--- config.mk ---
export PLATFORM = sky130hd
export DESIGN_NAME = ac_frame_encoder
export DESIGN_NICKNAME = d
export VERILOG_FILES = /design/src/rtl/ac_frame_encoder.sv
export SDC_FILE = /design/constraint.sdc
export NUM_CORES = 1
export LEC_CHECK = 0
export ABC_CLOCK_PERIOD_IN_PS = 4550
export CAP_MARGIN = 20
export CORE_MARGIN = 4
export CORE_UTILIZATION = 30
export DETAILED_ROUTE_END_ITERATION = 7
export PLACE_DENSITY = 0.56
export SETUP_SLACK_MARGIN = 0.15
export SYNTH_ARGS = -nofsm -noshare
export SYNTH_HDL_FRONTEND = slang
export SYNTH_SLANG_ARGS = --single-unit
export TNS_END_PERCENT = 100
--- constraint.sdc ---
create_clock -name clk -period 4.55 [get_ports clk]
set_input_delay 0.91 -clock clk [delete_from_list [all_inputs] [get_ports clk]]
set_output_delay 0.91 -clock clk [all_outputs]
set_load 0.005 [all_outputs]
--- src/rtl/ac_frame_encoder.sv ---
// rtl/ac_frame_encoder.sv - key debounce, AC settings and IR head/tail frame builder
//
// Ports:
//   clk, rst            system clock; synchronous active-low reset
//   key_*               raw front-panel buttons, active high, asynchronous
//   frame_ready         transmitter can accept a frame this cycle
//   frame_valid         data35_out/data32_out hold a frame awaiting acceptance
//   data35_out          35-bit head frame (mode, power, fan, swing, temp, constant)
//   data32_out          33-bit tail frame (constant, checksum)
//   power_led           current power state
//   temp_disp           current set temperature in degrees C (16..30)
module ac_frame_encoder #(
    parameter int          DEBOUNCE_CYCLES = 2500000,
    parameter logic [23:0] LOW35           = 24'h100252,
    parameter logic [28:0] HIGH32          = 29'h00802000,
    parameter logic [3:0]  CHK_OFFSET      = 4'd10
) (
    input  logic        clk,
    input  logic        rst,
    input  logic        key_power,
    input  logic        key_mode,
    input  logic        key_temp_up,
    input  logic        key_temp_down,
    input  logic        key_fan,
    input  logic        frame_ready,
    output logic        frame_valid,
    output logic [34:0] data35_out,
    output logic [32:0] data32_out,
    output logic        power_led,
    output logic [4:0]  temp_disp
);

    localparam int CW = (DEBOUNCE_CYCLES > 2) ? $clog2(DEBOUNCE_CYCLES) : 1;
    localparam logic [CW-1:0] CNT_LAST = CW'(DEBOUNCE_CYCLES - 1);

    typedef enum logic [1:0] {
        S_IDLE  = 2'd0,
        S_BUILD = 2'd1,
        S_OFFER = 2'd2
    } state_t;

    // bit 0 is the highest priority key
    logic [4:0] w_keys;
    assign w_keys = {key_fan, key_temp_down, key_temp_up, key_mode, key_power};

    logic [4:0]    r_sync1;
    logic [4:0]    r_sync2;
    logic [4:0]    r_db;
    logic [4:0]    r_db_q;
    logic [CW-1:0] r_cnt [5];
    logic [4:0]    w_press;

    logic          r_power;
    logic [2:0]    r_mode;
    logic [3:0]    r_temp_off;
    logic [1:0]    r_fan;
    logic [4:0]    r_temp_disp;
    logic          r_change_req;

    state_t        r_state;
    logic          r_pending;
    logic          r_valid;
    logic [34:0]   r_data35;
    logic [32:0]   r_data32;

    logic [3:0]    w_chk;
    logic [34:0]   w_data35;
    logic [32:0]   w_data32;

    // Synchronizers and per-key debounce counters
    always_ff @(posedge clk) begin
        if (!rst) begin
            r_sync1 <= '0;
            r_sync2 <= '0;
            r_db    <= '0;
            r_db_q  <= '0;
            for (int i = 0; i < 5; i++) begin
                r_cnt[i] <= '0;
            end
        end else begin
            r_sync1 <= w_keys;
            r_sync2 <= r_sync1;
            r_db_q  <= r_db;
            for (int i = 0; i < 5; i++) begin
                if (r_sync2[i] != r_db[i]) begin
                    if (r_cnt[i] == CNT_LAST) begin
                        r_db[i]  <= r_sync2[i];
                        r_cnt[i] <= '0;
                    end else begin
                        r_cnt[i] <= r_cnt[i] + 1'b1;
                    end
                end else begin
                    r_cnt[i] <= '0;
                end
            end
        end
    end

    // One-cycle pulse on each 0->1 flip of a debounced level
    assign w_press = r_db & ~r_db_q;

    // Settings: only the highest-priority press in a cycle is considered;
    // the lower ones are dropped even when the winner changes nothing.
    always_ff @(posedge clk) begin
        if (!rst) begin
            r_power      <= 1'b0;
            r_mode       <= 3'd1;
            r_temp_off   <= 4'd10;
            r_fan        <= 2'd0;
            r_temp_disp  <= 5'd26;
            r_change_req <= 1'b0;
        end else begin
            r_change_req <= 1'b0;
            if (w_press[0]) begin
                r_power      <= ~r_power;
                r_change_req <= 1'b1;
            end else if (r_power) begin
                if (w_press[1]) begin
                    r_mode       <= (r_mode == 3'd4) ? 3'd0 : r_mode + 3'd1;
                    r_change_req <= 1'b1;
                end else if (w_press[2]) begin
                    if (r_temp_off != 4'd14) begin
                        r_temp_off   <= r_temp_off + 4'd1;
                        r_temp_disp  <= 5'd17 + {1'b0, r_temp_off};
                        r_change_req <= 1'b1;
                    end
                end else if (w_press[3]) begin
                    if (r_temp_off != 4'd0) begin
                        r_temp_off   <= r_temp_off - 4'd1;
                        r_temp_disp  <= 5'd15 + {1'b0, r_temp_off};
                        r_change_req <= 1'b1;
                    end
                end else if (w_press[4]) begin
                    r_fan        <= r_fan + 2'd1;
                    r_change_req <= 1'b1;
                end
            end
        end
    end

    // Checksum is a modulo-16 sum, so plain 4-bit addition gives the truncated result
    assign w_chk = r_temp_off + {1'b0, r_mode} + {2'b00, r_fan}
                 + {r_power, 3'b000} + CHK_OFFSET;

    assign w_data35 = {r_mode, r_power, r_fan, 1'b0, r_temp_off, LOW35};
    assign w_data32 = {HIGH32, w_chk};

    // Frame handshake FSM. Changes arriving while a frame is offered are
    // coalesced into one pending rebuild that samples the latest settings.
    always_ff @(posedge clk) begin
        if (!rst) begin
            r_state   <= S_IDLE;
            r_pending <= 1'b0;
            r_valid   <= 1'b0;
            r_data35  <= '0;
            r_data32  <= '0;
        end else begin
            case (r_state)
                S_IDLE: begin
                    if (r_change_req) begin
                        r_state <= S_BUILD;
                    end
                end
                S_BUILD: begin
                    r_data35  <= w_data35;
                    r_data32  <= w_data32;
                    r_pending <= 1'b0;
                    r_valid   <= 1'b1;
                    r_state   <= S_OFFER;
                end
                S_OFFER: begin
                    if (r_change_req) begin
                        r_pending <= 1'b1;
                    end
                    if (frame_ready) begin
                        r_valid <= 1'b0;
                        r_state <= (r_pending || r_change_req) ? S_BUILD : S_IDLE;
                    end
                end
                default: begin
                    r_state <= S_IDLE;
                    r_valid <= 1'b0;
                end
            endcase
        end
    end

    assign frame_valid = r_valid;
    assign data35_out  = r_data35;
    assign data32_out  = r_data32;
    assign power_led   = r_power;
    assign temp_disp   = r_temp_disp;

endmodule

==> flow_metrics.env, run 1 <==
export IMPL_cts_max_path_buffers=2
export IMPL_synthDominantCellAreaShare_pct=38.0
export IMPL_place_gp_congestion=0.753
export IMPL_yosysWarnings=0
export IMPL_rows=62
export IMPL_tns_ns=0
export IMPL_die_h_um=178
export IMPL_clkPwrFrac_pct=45.0
export IMPL_drv_cap=0
export IMPL_period_share_pct=55.1
export IMPL_fmax_ghz=0.399
export IMPL_synth_compound_area_share_pct=9.33
export IMPL_portBuffers=35
export IMPL_ys_seq_elements=161
export IMPL_final_core_util_pct=35.7
export IMPL_min_path_type="register to register"
export IMPL_clock_sinks=161
export IMPL_critPathSlowestCell="clkdlybuf4s50_1"
export IMPL_crit_family="buffers and inverters"
export IMPL_grt_usage_pct=10.6
export IMPL_required_ns=4.72
export IMPL_post_cts_resized=0
export IMPL_ir_worst_vdd_mv=0.233
export IMPL_clkTransAtPathRegs_ns=0.06
export IMPL_path_depth=8
export IMPL_worstSetupPathType="input pin to register"
export IMPL_grt_max_degree=32
export IMPL_hpwl_um=11500
export IMPL_grt_first_pass_wirelength_um=27800
export IMPL_synthMuxAreaShare_pct=0.245
export IMPL_dpl_worst_slack_ns=1.58
export IMPL_seq_area_frac_synth_pct=49.7
export IMPL_critPathBufInv=5
export IMPL_r2r_cells=6
export IMPL_antenna_found_initial=0
export IMPL_hold_ws_ns=0.432
export IMPL_async_flop_share_pct=0
export IMPL_skew_ns=0.0101
export IMPL_yosysUniqueCellTypes=54
export IMPL_crit_start="rst"
export IMPL_synthFlopType="edfxtp_1"
export IMPL_fp_coreArea_sq_um=28600
export IMPL_reg2reg_slack_ns=2.18
export IMPL_initial_core_util_pct=30.4
export IMPL_syn_area_sq_um=8690
export IMPL_p_switching_w=0.000714
export IMPL_p_per_area_nw_per_um2=315
export IMPL_combinationalPowerShare_pct=3.5
export IMPL_cpMostUsedCell="buf_4"
export IMPL_avgSynthCellArea_sq_um=9.83
export IMPL_nets=1042
export IMPL_worst_pin_slew_ns=0.511
export IMPL_clockRootBuffer="clkbuf_16"
export IMPL_critPathMaxStageDelay_ns=0.39
export IMPL_yosys_area_share_simple_pct=22.5
export IMPL_synth_edf_count=110
export IMPL_clock_latency_ns=0.43
export IMPL_rsz0062_at_grt="false"
export IMPL_area_delta_synth_final_pct=17.7
export IMPL_fill_cells=2888
export IMPL_num_vias=6253
export IMPL_setup_slack_ns=2.05
export IMPL_synth_top_cell_by_area="edfxtp_1"
export IMPL_overflow=0
export IMPL_fin_crit_ns=2.50
export IMPL_cts_max_level=4
export IMPL_numCtsBuffers=17
export IMPL_dieArea_sq_um=31800
export IMPL_diodes=0
export IMPL_seqCellArea_sq_um=4320
export IMPL_synth_top_family_by_area="simple AND/OR/NAND/NOR gates"
export IMPL_totalWireLength_um=16200
export IMPL_drc=0
export IMPL_timing_hold_violations_final=0
export IMPL_cts_tree="done"
export IMPL_num_io_pins=83
export IMPL_drtAntennaViolNets=0
export IMPL_crit_end="r_cnt[0][6]"
export IMPL_outcome="completed"
export IMPL_grt_pass1_vias=5854
export IMPL_finalSetupViolCount=0
export IMPL_timing_rr_end="data32_out[2]"
export IMPL_endpoint_kind="register"
export IMPL_syn_inst=884
export IMPL_p_seq_share_pct=51.5
export IMPL_cp_cell_sequence="clkdlybuf4s50_1, buf_4, inv_1, buf_4, nor2_1, o21ai_1, buf_4, nor2_1"
export IMPL_p_leak_nw=3.55
export IMPL_ys_top_cells_by_area="edfxtp_1, dfxtp_1, buf_4"
export IMPL_worstPathArrival_ns=2.67
export IMPL_swShare_pct=22.2
export IMPL_multi_input_area_sq_um=4310
export IMPL_synth_fa_ha_area_share_pct=2.99
export IMPL_cts_setup_buffers=0
export IMPL_synth_xor_area_share_pct=7.66
export IMPL_ctsHoldBuffers=0
export IMPL_p_int_w=0.00251
export IMPL_wire_per_inst_um=11.4
export IMPL_drt_first_pass_iters=4
export IMPL_crit_fanout=31
export IMPL_dr_first_iter_drc_count=356
export IMPL_slew_headroom_pct=65.8
export IMPL_report_final_slew_viol_count=0
export IMPL_drive_gt1_share_pct=4.67
export IMPL_dieWidth_um=178
export IMPL_via_per_inst=4.43
export IMPL_cp_start_kind="input pin"
export IMPL_r2r_start="r_temp_off[0]"
[flip-flops by register name, summed over array words and instances (netlist names), 2 cells and up]
signal	count
data32_out	4
data35_out	11
r_cnt	110
r_db	5
r_db_q	5
r_fan	2
r_mode	3
r_state	2
r_sync1	5
r_sync2	5
r_temp_off	3
temp_disp	2
[placed cells by master (no fill, tap or decap), drive strengths merged, types with 3 or more instances in the layout]
cell type,Yosys,final
a211oi,4,4
a21oi,62,62
and2,22,22
and3,10,10
and4,8,8
buf,58,8
bufinv,0,3
clkbuf,28,17
clkdlybuf4s50,0,35
clkinv,0,8
clkinvlp,0,3
conb,2,157
dfxtp,51,51
edfxtp,110,110
fa,3,3
ha,16,16
inv,31,32
nand2,63,63
nand2b,4,4
nand3,38,38
nand4,33,33
nor2,89,89
nor2b,5,5
nor3,14,14
nor4,11,11
nor4b,10,10
o211ai,3,3
o21a,8,8
o21ai,37,37
o31ai,14,14
or2,4,4
or3,29,29
or4,21,21
xnor2,42,42
xor2,34,34
[stage by stage]
stage / cell area (sq um) / cells / power [W]
CTS: 10200 / 1412 / 0.00327
detailed placement: 9640 / 1380 / 0.00180
finish: 10200 / 1412 / 0.00322
global placement: 9640 / 1380 / 0.00180
floorplan: 9280 / 1039 / 0.00179
global route: 10200 / 1412 / 0.00336
[worst min-delay path by stage]
stage	start	endpoint	cells after the start
after floorplan	r_sync1[0]	r_sync2[0]	1
after global placement	r_sync1[0]	r_sync2[0]	1
after detailed placement	r_sync1[2]	r_sync2[2]	1
after CTS	r_sync1[2]	r_sync2[2]	1
after global routing	r_sync1[3]	r_sync2[3]	1
final	r_sync1[3]	r_sync2[3]	1
[power by group through the flow]
stage / clock network (W) / registers [W] / logic (W)
3_3_place_gp: 0 / 0.00169 / 0.000109
2_1_floorplan: 0 / 0.00167 / 0.000119
5_1_grt: 0.00156 / 0.00167 / 0.000134
6_report: 0.00145 / 0.00166 / 0.000112
4_1_cts: 0.00150 / 0.00166 / 0.000110
3_5_place_dp: 0 / 0.00169 / 0.000110
[synth_stat cells, drive strengths merged (2+ instances only)]
library cell    n
a21oi          62
conb            2
a21o            2
nor2b           5
or4            21
ha             16
o211ai          3
a211oi          4
nor3           14
edfxtp        110
or3b            2
o21ai          37
or3            29
nor4           11
o21a            8
xor2           34
dfxtp          51
nand4          33
or2             4
buf            58
nand2          63
clkbuf         28
fa              3
and3           10
o311ai          2
xnor2          42
and4            8
inv            31
nor2           89
nand2b          4
o31ai          14
nor4b          10
nand3          38
a211o           2
and2           22
[metal layers]
layer	global-route usage (%)	share of wire [%]	vias to the layer above	wire length, um
met5	0	0	-	0
met1	14.7	50	2887	8150
met2	16.7	45	86	7240
li1	-	-	3263	-
met3	2.46	3.5	17	567
met4	3.29	1.3	0	203
[kinds of logic after synthesis]
family / Yosys count
buffers and inverters: 117
XOR/XNOR: 76
adder cells (fa/ha/maj): 19
AO/OA/AOI/OAI: 139
multiplexers: 2
flip-flops: 161
AND/OR/NAND/NOR: 368
other: 2
[area by class of cell]
class,count,share of cell area (%)
sequential,161,42.3
timing repair buffer,43,4.01
tap,384,4.70
clock inverter,15,1.64
clock buffer,17,4.16
multi-input combinational,761,42.1
inverter,31,1.14
(Power assumes the default switching activity.)
==> run 2: changes to the inputs <==
Settings changed: ABC_CLOCK_PERIOD_IN_PS 4550 to 2520.
Clock period 4.55 ns to 2.52 ns, I/O delays scaled along.
==> run 2 against run 1 <==
Effect of this change:
- global-route usage shrank 0.26 points
- non-clock buffer count grew 3
- critical path depth shrank 2
- sequential power grew 80%
- combinational power grew 84%
- clock power grew 81%
- die area is the same
- register-to-register slack lost 1.9 ns
- design area grew 0.39%
- final cell count grew 0.21%
- worst setup slack lost 1.8 ns
- sequential share of layout area shrank 0.16 points
==> flow_metrics.env, run 2 (synthesized netlist as in run 1, its figures left out) <==
export IMPL_outcome="completed"
export IMPL_drtAntennaViolNets=0
export IMPL_initial_core_util_pct=30.4
export IMPL_crit_family="adder cells"
export IMPL_cts_setup_buffers=0
export IMPL_worstPathArrival_ns=2.57
export IMPL_dieArea_sq_um=31800
export IMPL_ir_worst_vdd_mv=0.456
export IMPL_ctsHoldBuffers=0
export IMPL_path_depth=6
export IMPL_worst_pin_slew_ns=0.518
export IMPL_cpMostUsedCell="fa_1"
export IMPL_grt_first_pass_wirelength_um=27200
export IMPL_fin_crit_ns=2.23
export IMPL_wl_met3_um=570
export IMPL_antenna_found_initial=0
export IMPL_cp_start_kind="register"
export IMPL_critPathSlowestCell="fa_1"
export IMPL_fp_coreArea_sq_um=28600
export IMPL_hpwl_um=11400
export IMPL_die_h_um=178
export IMPL_regMostFlops="r_cnt"
export IMPL_overflow=0
export IMPL_drt_first_pass_iters=4
export IMPL_clockRootBuffer="clkbuf_16"
export IMPL_grt_pass1_vias=5727
export IMPL_endpoint_kind="register"
export IMPL_report_final_slew_viol_count=0
export IMPL_timing_rr_end="data32_out[2]"
export IMPL_final_cell_mix="conb_1, edfxtp_1, nor2_1"
export IMPL_r2r_cells=6
export IMPL_clock_latency_ns=0.42
export IMPL_reg2reg_slack_ns=0.29
export IMPL_grt_max_degree=27
export IMPL_clkTransAtPathRegs_ns=0.07
export IMPL_nets=1045
export IMPL_wl_met1_um=7960
export IMPL_required_ns=2.86
export IMPL_cts_max_level=4
export IMPL_swShare_pct=23.2
export IMPL_numCtsBuffers=17
export IMPL_portBuffers=35
export IMPL_holdPathEnd="r_sync2[3]"
export IMPL_p_int_w=0.00447
export IMPL_diodes=0
export IMPL_critPathMaxStageDelay_ns=0.48
export IMPL_crit_fanout=6
export IMPL_area_delta_synth_final_pct=18.1
export IMPL_slew_headroom_pct=65.4
export IMPL_skew_ns=0.0141
export IMPL_top_layer="met4"
export IMPL_wire_per_inst_um=11.3
export IMPL_timing_hold_violations_final=0
export IMPL_worstSetupPathType="register to register"
export IMPL_largest_register_ffs=110
export IMPL_final_core_util_pct=35.9
export IMPL_p_seq_share_pct=51.5
export IMPL_holdCritStartpoint="r_sync1[3]"
export IMPL_drv_cap=0
export IMPL_met2WireLength_um=7280
export IMPL_grt_usage_pct=10.4
export IMPL_cts_tree="done"
export IMPL_period_share_pct=88.5
export IMPL_drive_gt1_share_pct=5.14
export IMPL_cp_cell_sequence="fa_1, ha_1, or2_2, fa_1, xnor2_1, a211oi_1"
export IMPL_via_per_inst=4.48
export IMPL_clkPwrFrac_pct=45.0
export IMPL_p_leak_nw=3.58
export IMPL_place_gp_congestion=0.749
export IMPL_clock_sinks=161
export IMPL_hold_depth=1
export IMPL_p_switching_w=0.00135
export IMPL_dr_first_iter_drc_count=340
export IMPL_rsz0062_at_grt="false"
export IMPL_num_vias=6335
export IMPL_totalWireLength_um=16000
export IMPL_cts_max_path_buffers=2
export IMPL_r2r_start="r_mode[0]"
export IMPL_combinationalPowerShare_pct=3.5
export IMPL_num_io_pins=83
export IMPL_tns_ns=0
export IMPL_p_per_area_nw_per_um2=567
export IMPL_critPathBufInv=0
export IMPL_fmax_ghz=0.448
export IMPL_min_path_type="register to register"
export IMPL_finalSetupViolCount=0
export IMPL_rows=62
export IMPL_drc=0
export IMPL_dieWidth_um=178
export IMPL_final_common_cell="conb_1"
export IMPL_post_cts_resized=0
-- run 2: power groups by stage --
stage                     logic (W)  clock network, W  registers, W
after floorplan            0.000216                 0       0.00302
after global placement     0.000201                 0       0.00305
after detailed placement   0.000201                 0       0.00305
after CTS                  0.000203           0.00271       0.00299
after global routing       0.000244           0.00281       0.00301
final                      0.000206           0.00262       0.00299
-- run 2: metal layers --
metal	GRT usage (%)	vias up
li1	-	3253
met1	14.3	2972
met2	16.3	92
met3	2.03	18
met4	3.68	0
met5	0	-
-- run 2: how the worst max path moves through the flow --
stage / to / slack, ns / from
2_1_floorplan: data32_out[2] / 0.30 / r_temp_off[0]
3_3_place_gp: data32_out[2] / 0.33 / r_mode[0]
3_5_place_dp: data32_out[2] / 0.28 / r_mode[0]
4_1_cts: data32_out[2] / 0.27 / r_mode[0]
5_1_grt: r_cnt[0][18] / 0.17 / r_cnt[0][0]
6_report: data32_out[2] / 0.29 / r_mode[0]
-- run 2: layout make-up --
type / instances / area [sq um]
Sequential cell: 161 / 4320
Tap cell: 384 / 480
Clock buffer: 17 / 425
Timing Repair Buffer: 46 / 445
Inverter: 31 / 116
Fill cell: 2920 / 18400
Multi-Input combinational cell: 761 / 4310
Clock inverter: 15 / 169
-- run 2: metrics by stage --
| stage | power (W) | cells | hold WS [ns] | worst slack (ns) | area (sq um) |
|---|---|---|---|---|---|
| global route | 0.00606 | 1415 | 0.445 | 0.174 | 10300 |
| finish | 0.00582 | 1415 | 0.431 | 0.290 | 10300 |
| floorplan | 0.00324 | 1039 | 0.412 | 0.301 | 9280 |
| global placement | 0.00325 | 1383 | 0.415 | 0.326 | 9670 |
| CTS | 0.00591 | 1415 | 0.435 | 0.268 | 10300 |
| detailed placement | 0.00325 | 1383 | 0.418 | 0.275 | 9670 |
